`src/rtl/io_in.sv`:
```
// io_in: synchronized, debounced input pins with edge-capture registers (RISE/FALL, W1C),
// an interrupt mask and a registered level interrupt.
module io_in #(
  parameter int IO_DEPTH  = 32,
  parameter int DB_CYCLES = 4
) (
  input  logic                clk,
  input  logic                rst_n,
  input  logic [IO_DEPTH-1:0] io_pins_in,
  input  logic [1:0]          io_addr,
  input  logic                io_r_en,
  input  logic                io_w_en,
  input  logic [31:0]         io_data_in,
  output logic [31:0]         io_data_out,
  output logic                io_irq
);
  localparam logic [7:0] CNT_MAX = 8'(DB_CYCLES - 1);
  logic [IO_DEPTH-1:0] sync1_q, sync2_q, deb_q, deb_d, rise_q, rise_d, fall_q, fall_d;
  logic [IO_DEPTH-1:0] mask_q, mask_d, wdata, sel;
  logic [7:0]          cnt_q [IO_DEPTH];
  logic [7:0]          cnt_d [IO_DEPTH];
  logic                irq_d;
  logic                unused_hi;
  assign wdata     = io_data_in[IO_DEPTH-1:0];
  assign unused_hi = ^io_data_in;
  always_comb begin
    for (int i = 0; i < IO_DEPTH; i++) begin
      deb_d[i] = (sync2_q[i] != deb_q[i] && cnt_q[i] == CNT_MAX) ? sync2_q[i] : deb_q[i];
      cnt_d[i] = (sync2_q[i] != deb_q[i] && cnt_q[i] != CNT_MAX) ? cnt_q[i] + 8'd1 : 8'd0;
    end
    // new edges are OR-ed in after the clear so a same-edge set wins
    rise_d = (rise_q & ~((io_w_en && io_addr == 2'd1) ? wdata : '0)) | (deb_d & ~deb_q);
    fall_d = (fall_q & ~((io_w_en && io_addr == 2'd2) ? wdata : '0)) | (~deb_d & deb_q);
    mask_d = (io_w_en && io_addr == 2'd3) ? wdata : mask_q;
    irq_d  = |((rise_q | fall_q) & mask_q);
    sel    = (io_addr == 2'd0) ? deb_q : (io_addr == 2'd1) ? rise_q : (io_addr == 2'd2) ? fall_q : mask_q;
    io_data_out = '0;
    if (io_r_en) io_data_out[IO_DEPTH-1:0] = sel;
  end
  always_ff @(posedge clk or negedge rst_n) begin
    if (!rst_n) begin
      sync1_q <= '0;
      sync2_q <= '0;
      deb_q   <= '0;
      rise_q  <= '0;
      fall_q  <= '0;
      mask_q  <= '0;
      io_irq  <= 1'b0;
      for (int i = 0; i < IO_DEPTH; i++) cnt_q[i] <= 8'd0;
    end else begin
      sync1_q <= io_pins_in;
      sync2_q <= sync1_q;
      deb_q   <= deb_d;
      rise_q  <= rise_d;
      fall_q  <= fall_d;
      mask_q  <= mask_d;
      io_irq  <= irq_d;
      for (int i = 0; i < IO_DEPTH; i++) cnt_q[i] <= cnt_d[i];
    end
  end
endmodule
```
`config.mk`:
```
export PLATFORM = sky130hd
export DESIGN_NAME = io_in
export DESIGN_NICKNAME = d
export VERILOG_FILES = /design/src/rtl/io_in.sv
export SDC_FILE = /design/constraint.sdc
export NUM_CORES = 1
export LEC_CHECK = 0
export CORE_MARGIN = 3
export CORE_UTILIZATION = 50
export DETAILED_ROUTE_END_ITERATION = 6
export PLACE_DENSITY_LB_ADDON = 0.25
export SYNTH_ARGS = -nofsm -noshare
export SYNTH_HDL_FRONTEND = slang
export SYNTH_SLANG_ARGS = --single-unit
```
`constraint.sdc`:
```
create_clock -name clk -period 2.12 [get_ports clk]
set_input_delay 0.424 -clock clk [delete_from_list [all_inputs] [get_ports clk]]
set_output_delay 0.424 -clock clk [all_outputs]
set_load 0.005 [all_outputs]
```
# --- Word-level counts from Yosys, hierarchy flattened ---
# Cells that the tools add are included.
# Widths: inputs -> output; s select.
classes:
  shift: 0
  mul: 0
  eq_ne: 99
  mux: 70
  reduce_logical: 69
  n_lt_le_gt_ge: 0
  add_sub_neg: 32
  n_bitwise: 12
  div_mod_pow: 0
op_table:
  columns: ["cell", "count"]
  rows:
  - ["$add 8x1->8 const B", 32]
  - ["$eq 8x2->1 const B", 32]
  - ["$mux 8", 32]
  - ["$ne 8x2->1 const B", 32]
  - ["$mux 32", 6]
  - ["$and 32x32->32", 5]
  - ["$not 32->32", 4]
  - ["$or 32x32->32", 3]
  - ["$logic_and 1x1->1", 67]
  - ["$mux 1", 32]
  - ["$ne 1x1->1", 32]
  - ["$reduce_or 32->1", 1]
  - ["$eq 2x2->1 const B", 2]
  - ["$eq 2x1->1 const B", 1]
  - ["$logic_not 2->1", 1]
totals:
  latchBits: 0
  output_inout_bits: 33
  ff_bits: 449
  mem_bits_rw: 0
  inputBits: 70
  mem_count: 0
  romBits: 0

# --- Depth between registers and ports, before layout ---
# Gate-level depths: netlist of run 1.
depth:
  word_depth: 6
  depth_mapped: 7
  mapped_depth_nobuf: 5

# --- Worst setup path after synthesis of run 1 ---
# No wires, ideal clock.
synth_timing:
  kind: "input-to-output"
  startpoint: "input io_addr[0]"
  endpoint: "output io_data_out[10]"
  required_time_ps: 1696
  cell_stages: 4
  arrival_time_ps: 1346
  setup_slack_ps: 350
  cell_sequence: "buf_6 > buf_12 > mux4_2 > and2_1"
synth_via:
  elab_chain_len: 5
  elab_cells_between_ends: 7
  classes_between: "2 x eq/ne; 4 x mux; 1 x reduce/logical"
synth_rtl:
  columns: ["element", "line", "rtl"]
  rows:
  - ["start: declaration", "10", "input logic [1:0] io_addr,"]
  - ["$eq 2x2->1", "36", "sel = (io_addr == 2'd0) ? deb_q : (io_addr == 2'd1) ? rise_q : (io_addr == 2'd2) ? fall_q : mask_q;"]
  - ["$mux 32 (2 in series)", "36", null]
  - ["$mux 32 (*)", "36", null]
  - ["$mux 32 (*)", "38", "if (io_r_en) io_data_out[IO_DEPTH-1:0] = sel;"]
  - ["end: declaration", "14", "output logic [31:0] io_data_out,"]
# Every way passes the cells marked *; elsewhere a longest branch is shown, timed or not.

# --- Worst setup path in the final report of run 1 ---
layout_timing:
  startpoint: "register deb_q[15]"
  endpoint: "output io_data_out[15]"
layout_via:
  elab_chain_len: 2
layout_rtl:
  columns: ["element", "line", "rtl"]
  rows:
  - ["start: declaration", "18", "logic [IO_DEPTH-1:0] sync1_q, sync2_q, deb_q, deb_d, rise_q, rise_d, fall_q, fall_d;"]
  - ["start signal: assignment", "44", "deb_q <= '0;"]
  - ["start signal: assignment", "53", "deb_q <= deb_d;"]
  - ["$mux 32", "36", null]
  - ["$mux 32", "38", null]
# No other way between the ends.

==> metrics, run 1 <==
status=complete, but fails checks; failing checks=negative setup slack; routability cong.=0.824; share of the synthesized area in the top cell type=0.578; Worst-path clk slew=0.06 ns; crit path DAT=1.72 ns; final setup TNS=-0.0934 ns; clock root cell=clkbuf_16; Worst IR Drop VDD=0.546 mV; CP Max Fanout=4; Final ANT Viol Nets=0; Unique masters post-synth=26; syn avg cell area=11.4 sq um; Crit path largest cell delay=0.48 ns; fin cells=2,484; share of layout cells above drive strength 1=0.168; Layout area overhead=21.0%; Max-cap violations=0; Post-synth ARST share=1.00; Synth Instances=1,707; Hold Crit Class=input port to flip-flop; pre-CTS WS=-0.365 ns; FF-to-FF path depth=6; CP endpoint kind=primary output; yosys warns=0; Row Count=71; clk_skew=0.00972 ns; maximum clock path buffer count=3; final wirelength=40.4 mm; CTS sink cnt=449; die width=203 um; CTS tree=yes; Via density=5.33; first-pass GRT wire length=67.2 mm; Die Ht=203 um; Power Density=1060 nW/um^2; worst-margin pin slew=0.583 ns; clock power share=0.322; dpl cells=2,342; DP Wirelength=27.8 mm; CP Launch Type=flip-flop; core footprint=38,000 sq um; synth top area cells=dfrtp_1 58%, xor2_1 5.9%, nor2_1 4.9%; synthesis-stage register bit count=449; Comb pwr share=0.227; share of power burned in registers=0.451; endpoints failing setup=10; Final Hold Fails=0; NetSw=7.11 mW; syn_nets=1,809; Slowest-stage cell, CP=mux4_2; vias in the first global route=13,400; Final Hold Slack=0.294 ns; Pre-antenna DRT Iters=5; overall die area=41,300 sq um; post-layout util=0.618; Sw Share=0.286; routed length per placed instance=16.3 um; io pins=103; Period minus WS final=2.14 ns; Initial Util=0.511; area leader, netlist=dfrtp_1; unrepaired setup endpoints after global routing=true; pin count of the biggest net entering global routing=66; CP required=1.70 ns; Lkg Pwr=10.9 nW; final worst setup slack=-0.0208 ns; H-tree levels=2; post-synth design cell area=19,400 sq um; most frequent cells in the layout=449 x dfrtp_1, 253 x nor2_1, 166 x nand2_1; leading cell type in the layout, fill and taps excluded=dfrtp_1; Vias=13,300; worst path cell trace=mux4_2 > and2_4 > buf_6; gr ovfl total=0; cell count of the worst hold path=1; drc violations=0; All-Layer GR Usage=0.199; Initial DRC Count=805; placement-stage cell area=21,500 sq um; # port buffers=102; Post-synth EDFFs=0; register area share after synthesis=0.578; fmax=467 MHz; worst rel slew slack=0.607; fin crit share=1.01; Power Total=24.9 mW; Worst-Skew Late Latency=0.56 ns; crit path kind=flip-flop to primary output; Nets=2,043; Most used DFF post-synth=dfrtp_1; internal power=17.8 mW; design area=23,500 sq um; Slew Limit Fails=0; TritonCTS Buffers=47; initial antenna violation count=1
## flip-flops by register name, indices dropped and copies added, names as in the netlist
name     cells
cnt_q      256
rise_q      32
fall_q      32
deb_q       32
io_irq       1
mask_q      32
sync2_q     32
sync1_q     32
## kinds of logic after synthesis
kind of cell               synth area share
and+or+nand+nor                       0.201
DFF                                   0.578
xor gates and xnor gates             0.0866
AOI/OAI and AO/OA                    0.0309
muxes                                0.0748
adders and majority gates            0.0206
buffers and inverters               0.00824
## what timing repair did
action	CTS	global route
buffers inserted	41	19
hold endpoints to repair	24	0
endpoints found under the setup margin	32	32
pin swaps	28	0
resized for setup	180	3
hold buffers	1	0
## area by class of cell
| cell class | count | area, sq um |
|---|---|---|
| multi-input cells | 1237 | 8100 |
| repair buffers | 206 | 2030 |
| fillers | 3037 | 14500 |
| clock buffers | 70 | 1400 |
| well taps | 511 | 639 |
| flip-flops and latches | 449 | 11200 |
| diodes | 1 | 2.50 |
| clock inverters | 10 | 104 |
## cell usage after synthesis, types with 29 or more instances
| library cell | instances |
|---|---|
| dfrtp_1 | 449 |
| nor2_1 | 253 |
| nand2_1 | 166 |
| nand3_1 | 159 |
| xor2_1 | 131 |
| and3_1 | 98 |
| mux2_2 | 64 |
| nand2b_1 | 64 |
| xnor2_1 | 61 |
| o21ai_0 | 54 |
| nor4_1 | 34 |
| and2_1 | 33 |
| ha_1 | 32 |
| o2bb2ai_1 | 32 |
| mux4_2 | 29 |
## power by group through the flow
stage	combinational, mW	clock, mW	sequential [mW]
after floorplan	3.22	0	11.0
final	5.65	8.01	11.2
after global routing	6.32	8.61	11.4
after global placement	4.71	0	11.4
after detailed placement	4.85	0	11.4
after CTS	5.47	8.23	11.2
## routing by layer
layer | share of wire | vias to the layer above | global-route usage
li1 | - | 6336 | -
met1 | 0.46 | 6599 | 0.282
met2 | 0.47 | 255 | 0.317
met3 | 0.048 | 60 | 0.0362
met4 | 0.024 | 0 | 0.0624
met5 | 0 | - | 0
## final timing paths
| check | endpoint | slack (ns) | startpoint |
|---|---|---|---|
| worst max-delay path | io_data_out[15] | -0.02 | deb_q[15] |
| worst min-delay path | sync1_q[4] | 0.29 | io_pins_in[4] |
| worst max register to register | io_irq | 0.21 | fall_q[19] |
| worst min register to register | sync2_q[27] | 0.34 | sync1_q[27] |
| max in group asynchronous | fall_q[22] | 1.08 | rst_n |
| min in group asynchronous | cnt_q[30] | 0.34 | rst_n |
## worst max-delay path, delay by kind of cell (launching register included)
family / cells / cell delay (ns)
buffers and inverters: 1 / 0.11
flip-flops: 1 / 0.41
multiplexers: 1 / 0.48
AND/OR/NAND/NOR: 1 / 0.15
(Power assumes the default switching activity.)
==> run 2, diff against run 1 <==
--- a/config.mk
+++ b/config.mk
@@ -8,6 +8,7 @@
 export CORE_MARGIN = 3
 export CORE_UTILIZATION = 50
 export DETAILED_ROUTE_END_ITERATION = 6
+export DONT_BUFFER_PORTS = 1
 export PLACE_DENSITY_LB_ADDON = 0.25
 export SYNTH_ARGS = -nofsm -noshare
 export SYNTH_HDL_FRONTEND = slang
==> run 2 against run 1 <==
  * The flow finishes with violations (negative hold slack)
  * Total power shrank 5.4%
  * First-iteration DRC count grew 3.6%
  * Worst hold slack lost 0.74 ns
  * Cell count shrank 5.0%
  * Clock skew grew 0.0018 ns
  * Routed wire length shrank 3.1%
  * Critical path type unchanged
  * Largest power group unchanged
==> metrics, run 2 (synthesis gave the netlist of run 1 again) <==
Pre-antenna DRT Iters=4 (-1); routed length per placed instance=16.6 um (+1.9%); n_diodes=0 (-1); io pins=103 (unchanged); Max-cap violations=0 (unchanged); CTS tree=yes; clk_skew=0.0115 ns (+0.00177 ns); CP required=1.70 ns (about the same); clock power share=0.336 (+0.014); Slew Limit Fails=0 (unchanged); Lkg Pwr=10.1 nW (-6.6%); All-Layer GR Usage=0.193 (-0.00608); Comb pwr share=0.185 (-0.042); reg2reg setup slack=0.34 ns (+0.13 ns); Slowest-stage cell, CP=mux4_1; gr ovfl total=0 (unchanged); Initial DRC Count=834 (+3.6%); worst-margin pin slew=1.42 ns (+0.838 ns); Sw Share=0.283 (-0.00212); clock root cell=clkbuf_16; Layout area overhead=14.4%; maximum clock path buffer count=3 (unchanged); first-pass GRT wire length=64.6 mm (-3.9%); worst rel slew slack=0.0527 (-0.554); Post-CTS Hold Buffers=64 (+63); Worst-path clk slew=0.06 ns (about the same); worst path cell trace=mux4_1 > and2_1; most frequent cells in the layout=449 x dfrtp_1, 253 x nor2_1, 166 x nand2_1; DP Wirelength=24.7 mm (-11%); drc violations=0 (unchanged); Period minus WS final=2.07 ns (-0.0660 ns); CTS sink cnt=449 (unchanged); final worst setup slack=0.0451 ns (+0.0660 ns); fin crit share=0.979 (-0.0311); Vias=12,700 (-4.4%); routability cong.=0.818 (-0.74%); Worst-Skew Late Latency=0.57 ns (about the same); TritonCTS Buffers=46 (-2.1%); max reg flops=256 (unchanged); Hold Crit Class=input port to asynchronous set/reset pin; status=complete, but fails checks; vias in the first global route=12,800 (-4.4%); Final Hold Slack=-0.443 ns (-0.738 ns); Power Density=1060 nW/um^2 (about the same); crit path kind=flip-flop to primary output; Row Count=71 (unchanged); CP endpoint kind=primary output; Initial Util=0.511 (unchanged); Final Hold Fails=449 (+449); crit path DAT=1.65 ns (-0.07 ns); Crit path largest cell delay=0.50 ns (+0.02 ns); H-tree levels=2 (unchanged); initial antenna violation count=0 (-1); share of power burned in registers=0.479 (+0.028); FF-to-FF path depth=4 (-2); pin count of the biggest net entering global routing=450 (+580%); CP Max Fanout=3 (-1); die width=203 um (unchanged); leading cell type in the layout, fill and taps excluded=dfrtp_1; Most flops, register=cnt_q; failing checks=negative hold slack; Die Ht=203 um (unchanged); unrepaired setup endpoints after global routing=true; Worst IR Drop VDD=0.772 mV (+41%); Fill cells=3,182 (+4.8%); final wirelength=39.2 mm (-3.1%); NetSw=6.67 mW (-6.1%); Final ANT Viol Nets=0 (unchanged); overall die area=41,300 sq um (unchanged); endpoints failing setup=0 (-10); Nets=1,919 (-6.1%); core footprint=38,000 sq um (unchanged); # port buffers=0 (-100%); internal power=16.9 mW (-5.1%); share of layout cells above drive strength 1=0.106 (-0.0619); pre-CTS WS=0.258 ns (+0.623 ns); Via density=5.36 (+0.55%); CP Launch Type=flip-flop; fmax=482 MHz (+3.2%)
[run 2: changes by cell type in the layout (fill, tap and decap cells not counted), sizes merged, moves of 2 or more]
| cell | before | now |
|---|---|---|
| buf | 138 | 19 |
| clkdlybuf4s50 | 67 | 0 |
| dlygate4sd3 | 1 | 64 |
| clkbuf | 70 | 63 |
| clkinv | 8 | 14 |
| clkinvlp | 0 | 2 |
[run 2: through the flow]
| step | std cells | setup TNS [ns] | area (sq um) | power [mW] | util |
|---|---|---|---|---|---|
| after floorplan | 1707 | 0 | 19400 | 14.2 | - |
| after global placement | 2206 | 0 | 20000 | 15.3 | 0.526 |
| after detailed placement | 2206 | 0 | 20000 | 15.5 | 0.526 |
| after CTS | 2352 | 0 | 22200 | 23.7 | 0.583 |
| after global routing | 2361 | -0.0124 | 22200 | 24.9 | 0.584 |
| final | 2361 | 0 | 22200 | 23.5 | 0.584 |
[run 2: cell type report]
class / instances / area [sq um] / share of cell area
clock buffer: 63 / 1340 / 0.0603
clock inverter: 18 / 149 / 0.00670
multi-input combinational: 1237 / 8050 / 0.362
sequential: 449 / 11200 / 0.506
tap: 511 / 639 / 0.0288
timing repair buffer: 83 / 808 / 0.0364
[run 2: critical path: cells and delay by family, from the launching register on]
kind | cells | cell delay (ns)
DFF | 1 | 0.39
muxes | 1 | 0.50
and+or+nand+nor | 1 | 0.19
[run 2: path summary, 6_finish.rpt]
check | from | to
max | rise_q[0] | io_data_out[0]
min | rst_n | cnt_q[30]
max reg2reg | fall_q[19] | io_irq
min reg2reg | sync1_q[29] | sync2_q[29]
max in group asynchronous | rst_n | sync1_q[8]
min in group clk | io_data_in[17] | rise_q[17]
[run 2: power by group through the flow]
stage | logic (mW) | clock network, mW | registers (mW)
global placement | 4.04 | 0 | 11.3
finish | 4.36 | 7.92 | 11.3
CTS | 4.28 | 8.14 | 11.3
detailed placement | 4.14 | 0 | 11.4
floorplan | 3.22 | 0 | 11.0
global route | 4.91 | 8.51 | 11.5
[run 2: metal layers]
metal | vias up | share of wire | global-route usage
li1 | 6095 | - | -
met1 | 6311 | 0.46 | 0.270
met4 | 0 | 0.023 | 0.0632
met2 | 198 | 0.47 | 0.305
met5 | - | 0 | 0
met3 | 59 | 0.047 | 0.0404
[run 2: repair_timing]
item	in CTS	in global routing
gates resized for setup	2	6
setup buffers	1	9
endpoints found under the hold margin	515	449
endpoints found under the setup margin	3	12
pin swaps	0	3
==> run 3, diff against run 2 <==
--- a/config.mk
+++ b/config.mk
@@ -5,6 +5,7 @@
 export SDC_FILE = /design/constraint.sdc
 export NUM_CORES = 1
 export LEC_CHECK = 0
+export CAP_MARGIN = 30
 export CORE_MARGIN = 3
 export CORE_UTILIZATION = 50
 export DETAILED_ROUTE_END_ITERATION = 6
==> results of run 3 <==
No change in the layout: final DEF, timing and power equal those of run 2.
==> variant 1 (settings of run 3) <==
Set the parameter `IO_DEPTH` to 16 (it was 32).
--- a/src/rtl/io_in.sv
+++ b/src/rtl/io_in.sv
@@ -2,5 +2,5 @@
 // an interrupt mask and a registered level interrupt.
 module io_in #(
-  parameter int IO_DEPTH  = 32,
+  parameter int IO_DEPTH  = 16,
   parameter int DB_CYCLES = 4
 ) (
Ports: changed (resized io_pins_in); port bits go from 103 to 87. The function was not compared with the original's and may differ.
==> variant 1 against run 3 <==
The run still ends with hold timing left; setup slack improved by 0.047 ns; count of clock-buffer cells in the layout fell by 27; synthesized area shrank 48%; combinational power down 49%; sequential cell count is 224 lower; design area down 49%; synthesized cell count down 47%; wire length is 51% lower; maximum frequency rose by 2.3%; die area is 47% lower; power decreased by 49%; first-iteration DRC count down 58%; highest routed layer unchanged.
==> variant 1: results (changes against run 3) <==
DP Cell Count 1161 (-47%); Gates resized, CTS repair 0 (-2); Crit Reg-Reg Startpoint cnt_q[11]; H-tree depth reported by CTS 1 (-1); worst-case hold slack -0.390 ns (+0.0530 ns); Final nets 1009 (-47%); power of the clock network 3.97 mW (-50%); R2R Path End deb_q[14]; post-DR vias/cell 5.50 (+2.6%); violations in the final reports hold timing; register area share after synthesis 56.1% (-1.7 points); hold buffer count at cts 16 (-75%); Synth cell types 32 (+23%); buffer count from post-CTS setup fixing 0 (-1); number of vias in the routed layout 6704 (-47%); clk_lat worst skew 0.51 ns (-0.06 ns); cells on worst reg2reg path 3 (-1); switching power as a share of total power 28.2% (-0.17 points); WL per Instance 15.6 um (-5.7%); sequential power 5.73 mW (-49%); top cells by instance count after synthesis dfrtp_1 (225), nor2_1 (92), nand3_1 (67), nand2_1 (63), o21ai_0 (61); run status finished with violations; via count of the first global-routing pass 6350 (-50%); layout cells sized above 1 9.55% (-1.0 points); maximum number of pins on one net before global-route repair 226 (-50%); global placer's final weighted congestion 0.802 (-2.0%); worst reg2reg setup slack 0.25 ns (-0.09 ns); Final Hold Fails 225 (-50%)
[variant 1: changes by cell type in the layout (fill, tap and decap cells not counted), moves of 91 or more]
cell / delta
dfrtp_1: -224
nand2_1: -103
and3_1: -97
nor2_1: -161
nand3_1: -91
xor2_1: -98
[variant 1: how the worst max path moves through the flow]
stage / start / to / slack [ns] / cells past startpoint
final: deb_q[14] / io_data_out[14] / 0.09 / 2
after global routing: deb_q[14] / io_data_out[14] / 0.04 / 2
after CTS: deb_q[14] / io_data_out[14] / 0.07 / 2
after detailed placement: cnt_q[11] / deb_q[14] / 0.26 / 3
after global placement: cnt_q[11] / deb_q[14] / 0.27 / 3
after floorplan: io_addr[1] / io_data_out[10] / 0.13 / 4
[variant 1: critical path: stages, from the launching register on]
cell and delay (ns):
dfrtp_1 0.42, mux4_2 0.48, and2_1 0.19
[variant 1: layout make-up]
| type | instances | area, um2 | share of cell area, % |
|---|---|---|---|
| tap | 265 | 332 | 2.95 |
| timing repair buffer | 20 | 215 | 1.92 |
| sequential | 225 | 5630 | 50.2 |
| clock inverter | 5 | 28.8 | 0.256 |
| clock buffer | 36 | 727 | 6.48 |
| multi-input combinational | 647 | 4220 | 37.6 |
| inverter | 20 | 75.1 | 0.669 |
[variant 1: cell families after synthesis]
kind of cell | Yosys count | share of synthesized area [%]
muxes | 48 | 7.22
DFF | 225 | 56.1
adders and majority gates | 16 | 2.00
buffers and inverters | 46 | 2.41
xor gates and xnor gates | 49 | 4.28
and+or+nand+nor | 358 | 17.8
other | 1 | 0.0374
AOI/OAI and AO/OA | 160 | 10.1
[variant 1: layer usage]
metal	vias to the layer above	track usage [%]	wire, um
met3	27	3.86	1070
met4	0	4.66	349
met5	-	0	0
li1	3293	-	-
met1	3278	24.9	8810
met2	106	27.5	8830
==> variant 2 (settings of run 3) <==
Without the edit above. The output `io_irq` loses its register stage (`io_irq` becomes a continuous assignment).
--- a/src/rtl/io_in.sv
+++ b/src/rtl/io_in.sv
@@ -46,5 +46,4 @@
       fall_q  <= '0;
       mask_q  <= '0;
-      io_irq  <= 1'b0;
       for (int i = 0; i < IO_DEPTH; i++) cnt_q[i] <= 8'd0;
     end else begin
@@ -55,7 +54,8 @@
       fall_q  <= fall_d;
       mask_q  <= mask_d;
-      io_irq  <= irq_d;
       for (int i = 0; i < IO_DEPTH; i++) cnt_q[i] <= cnt_d[i];
     end
   end
+
+  assign io_irq = irq_d;
 endmodule
Formal check against the unedited RTL: not equivalent (a bounded check fails within 10 cycles, from zero or initial values and one cycle with rst_n low).
==> variant 2 against run 3 <==
The run ends with hold timing, setup timing left; design area rose by 0.10%; power rose by 0.83%; synthesized area fell by 0.13%; core utilization rose by 0.20 points; count of clock-buffer cells in the layout rose by 5; wire length rose by 4.1%; via count barely moved; largest power group unchanged; synthesized cell count barely moved; sequential cell count fell by 1; setup slack got worse by 0.20 ns; die area fell by 0.12%.
==> variant 2: results (changes against run 3) <==
Non-Filler Instances 2349 (-0.51%); violations in the final reports hold timing, setup timing; worst endpoint data arrival time 1.85 ns (+0.20 ns); share of total power in combinational logic 18.6%; hold buffer count at cts 63 (-1.6%); maximum number of pins on one net before global-route repair 449 (-0.22%); cell types occupying the most area after synthesis dfrtp_1 (58%), xor2_1 (5.9%), nor2_1 (4.9%); clock root buffer master clkbuf_16; Total Routing Usage GR 20.4% (+1.1 points); Crit Reg-Reg Startpoint cnt_q[77]; per-instance average area after synthesis 11.4 um2 (about the same); layout cells sized above 1 11.8% (+1.2 points); antenna violations before repair 0 (unchanged); critical-path maximum fanout 2 (-1); estimated wirelength of the detail-placed design 26.0 mm (+5.4%); run status finished with violations; Inserted Clock Buffers 47 (+2.2%); tightest slew margin relative to the limit 44.3% (+39 points); DRT Pass-1 Iters 5 (+1); flip-flop count of the largest register after layout 256 (unchanged); Reg clk slew, reported paths 0.06 ns (about the same); top cells by instance count after synthesis dfrtp_1 (448), nor2_1 (253), nand2_1 (166), nand3_1 (159), xor2_1 (131); worst-case hold slack -0.436 ns (+0.00703 ns); WL per Instance 17.4 um (+4.7%); Final nets 1911 (-0.42%); number of buffers added on ports 0 (unchanged); final setup violating endpoints 3 (+3); synthesized net count 1808 (-0.055%); Slowest cell on crit path dfrtp_1; number of DRC markers after the initial detailed-route iteration 914 (+9.6%); source of the critical timing path rise_q[10]; worst voltage drop across the vdd grid 0.787 mV (+1.9%); global placer's final weighted congestion 0.822 (+0.56%); share of synthesized registers carrying an async set or reset 100% (unchanged); first-pass GRT wire length 67.9 mm (+5.1%); share of power burned in registers 47.5% (-0.4 points); register area share after synthesis 57.8% (about the same); PnR Total Power 23.7 mW (+0.83%); largest incremental delay on the critical path 0.40 ns (-0.10 ns); min setup slack post-route -0.156 ns (-0.201 ns); Final Hold Fails 448 (-0.22%); diode count 0 (unchanged); power dissipated by switching net loads 6.70 mW (+0.38%); count of fill cells added during filler insertion 3101 (-2.5%); Clock Skew 0.0164 ns (+0.00488 ns); DP Cell Count 2202 (-0.18%); number of vias in the routed layout 12700 (-0.0079%); H-tree depth reported by CTS 2 (unchanged); CP delay by family, top simple AND/OR/NAND/NOR gates; leakage power summed over all cells 10.1 nW (about the same)
## variant 2: repair_timing
item,CTS,global route
pin swaps,10,9
endpoints found under the setup margin,6,22
buffers inserted,2,4
gates resized for setup,29,34
endpoints found under the hold margin,512,448
## variant 2: cell families after synthesis
family / share of synthesized area [%]
fa+ha+maj: 2.06
xor+xnor: 8.67
buf+inv: 0.825
simple gates: 20.1
flops: 57.8
compound gates: 3.10
mux: 7.49
## variant 2: layout make-up
class,count,area (um2),area share [%]
Multi-Input combinational cell,1237,8130,36.6
Tap cell,511,639,2.87
Sequential cell,448,11200,50.4
Clock buffer,68,1410,6.32
Timing Repair Buffer,75,749,3.37
Clock inverter,10,106,0.478
## variant 2: path summary, 6_finish.rpt
path                                     to  slack (ns)  depth (start not counted)
min in group clk                 mask_q[22]        0.03                          1
worst min-delay path              cnt_q[11]       -0.44                          0
max in group asynchronous        rise_q[14]        1.86                          0
worst min register to register  sync2_q[11]        0.35                          0
worst max register to register    cnt_q[76]        0.61                          4
worst max-delay path                 io_irq       -0.16                          4
## variant 2: stage by stage
stage / setup TNS, ns / worst slack [ns] / hold slack (ns) / area (um2)
finish: -0.195 / -0.156 / -0.436 / 22200
global route: -0.460 / -0.215 / -0.462 / 22200
floorplan: 0 / 0.350 / 0.128 / 19400
detailed placement: 0 / 0.232 / 0.160 / 20000
global placement: 0 / 0.255 / 0.157 / 20000
CTS: -0.257 / -0.188 / -0.457 / 22200
## variant 2: routing by layer
metal | global-route usage [%] | share of wire, % | up-vias
met1 | 28.1 | 45 | 6308
met2 | 32.3 | 46 | 234
met3 | 5.05 | 5.9 | 60
met4 | 5.99 | 2.5 | 0
met5 | 0 | 0 | -
li1 | - | - | 6060
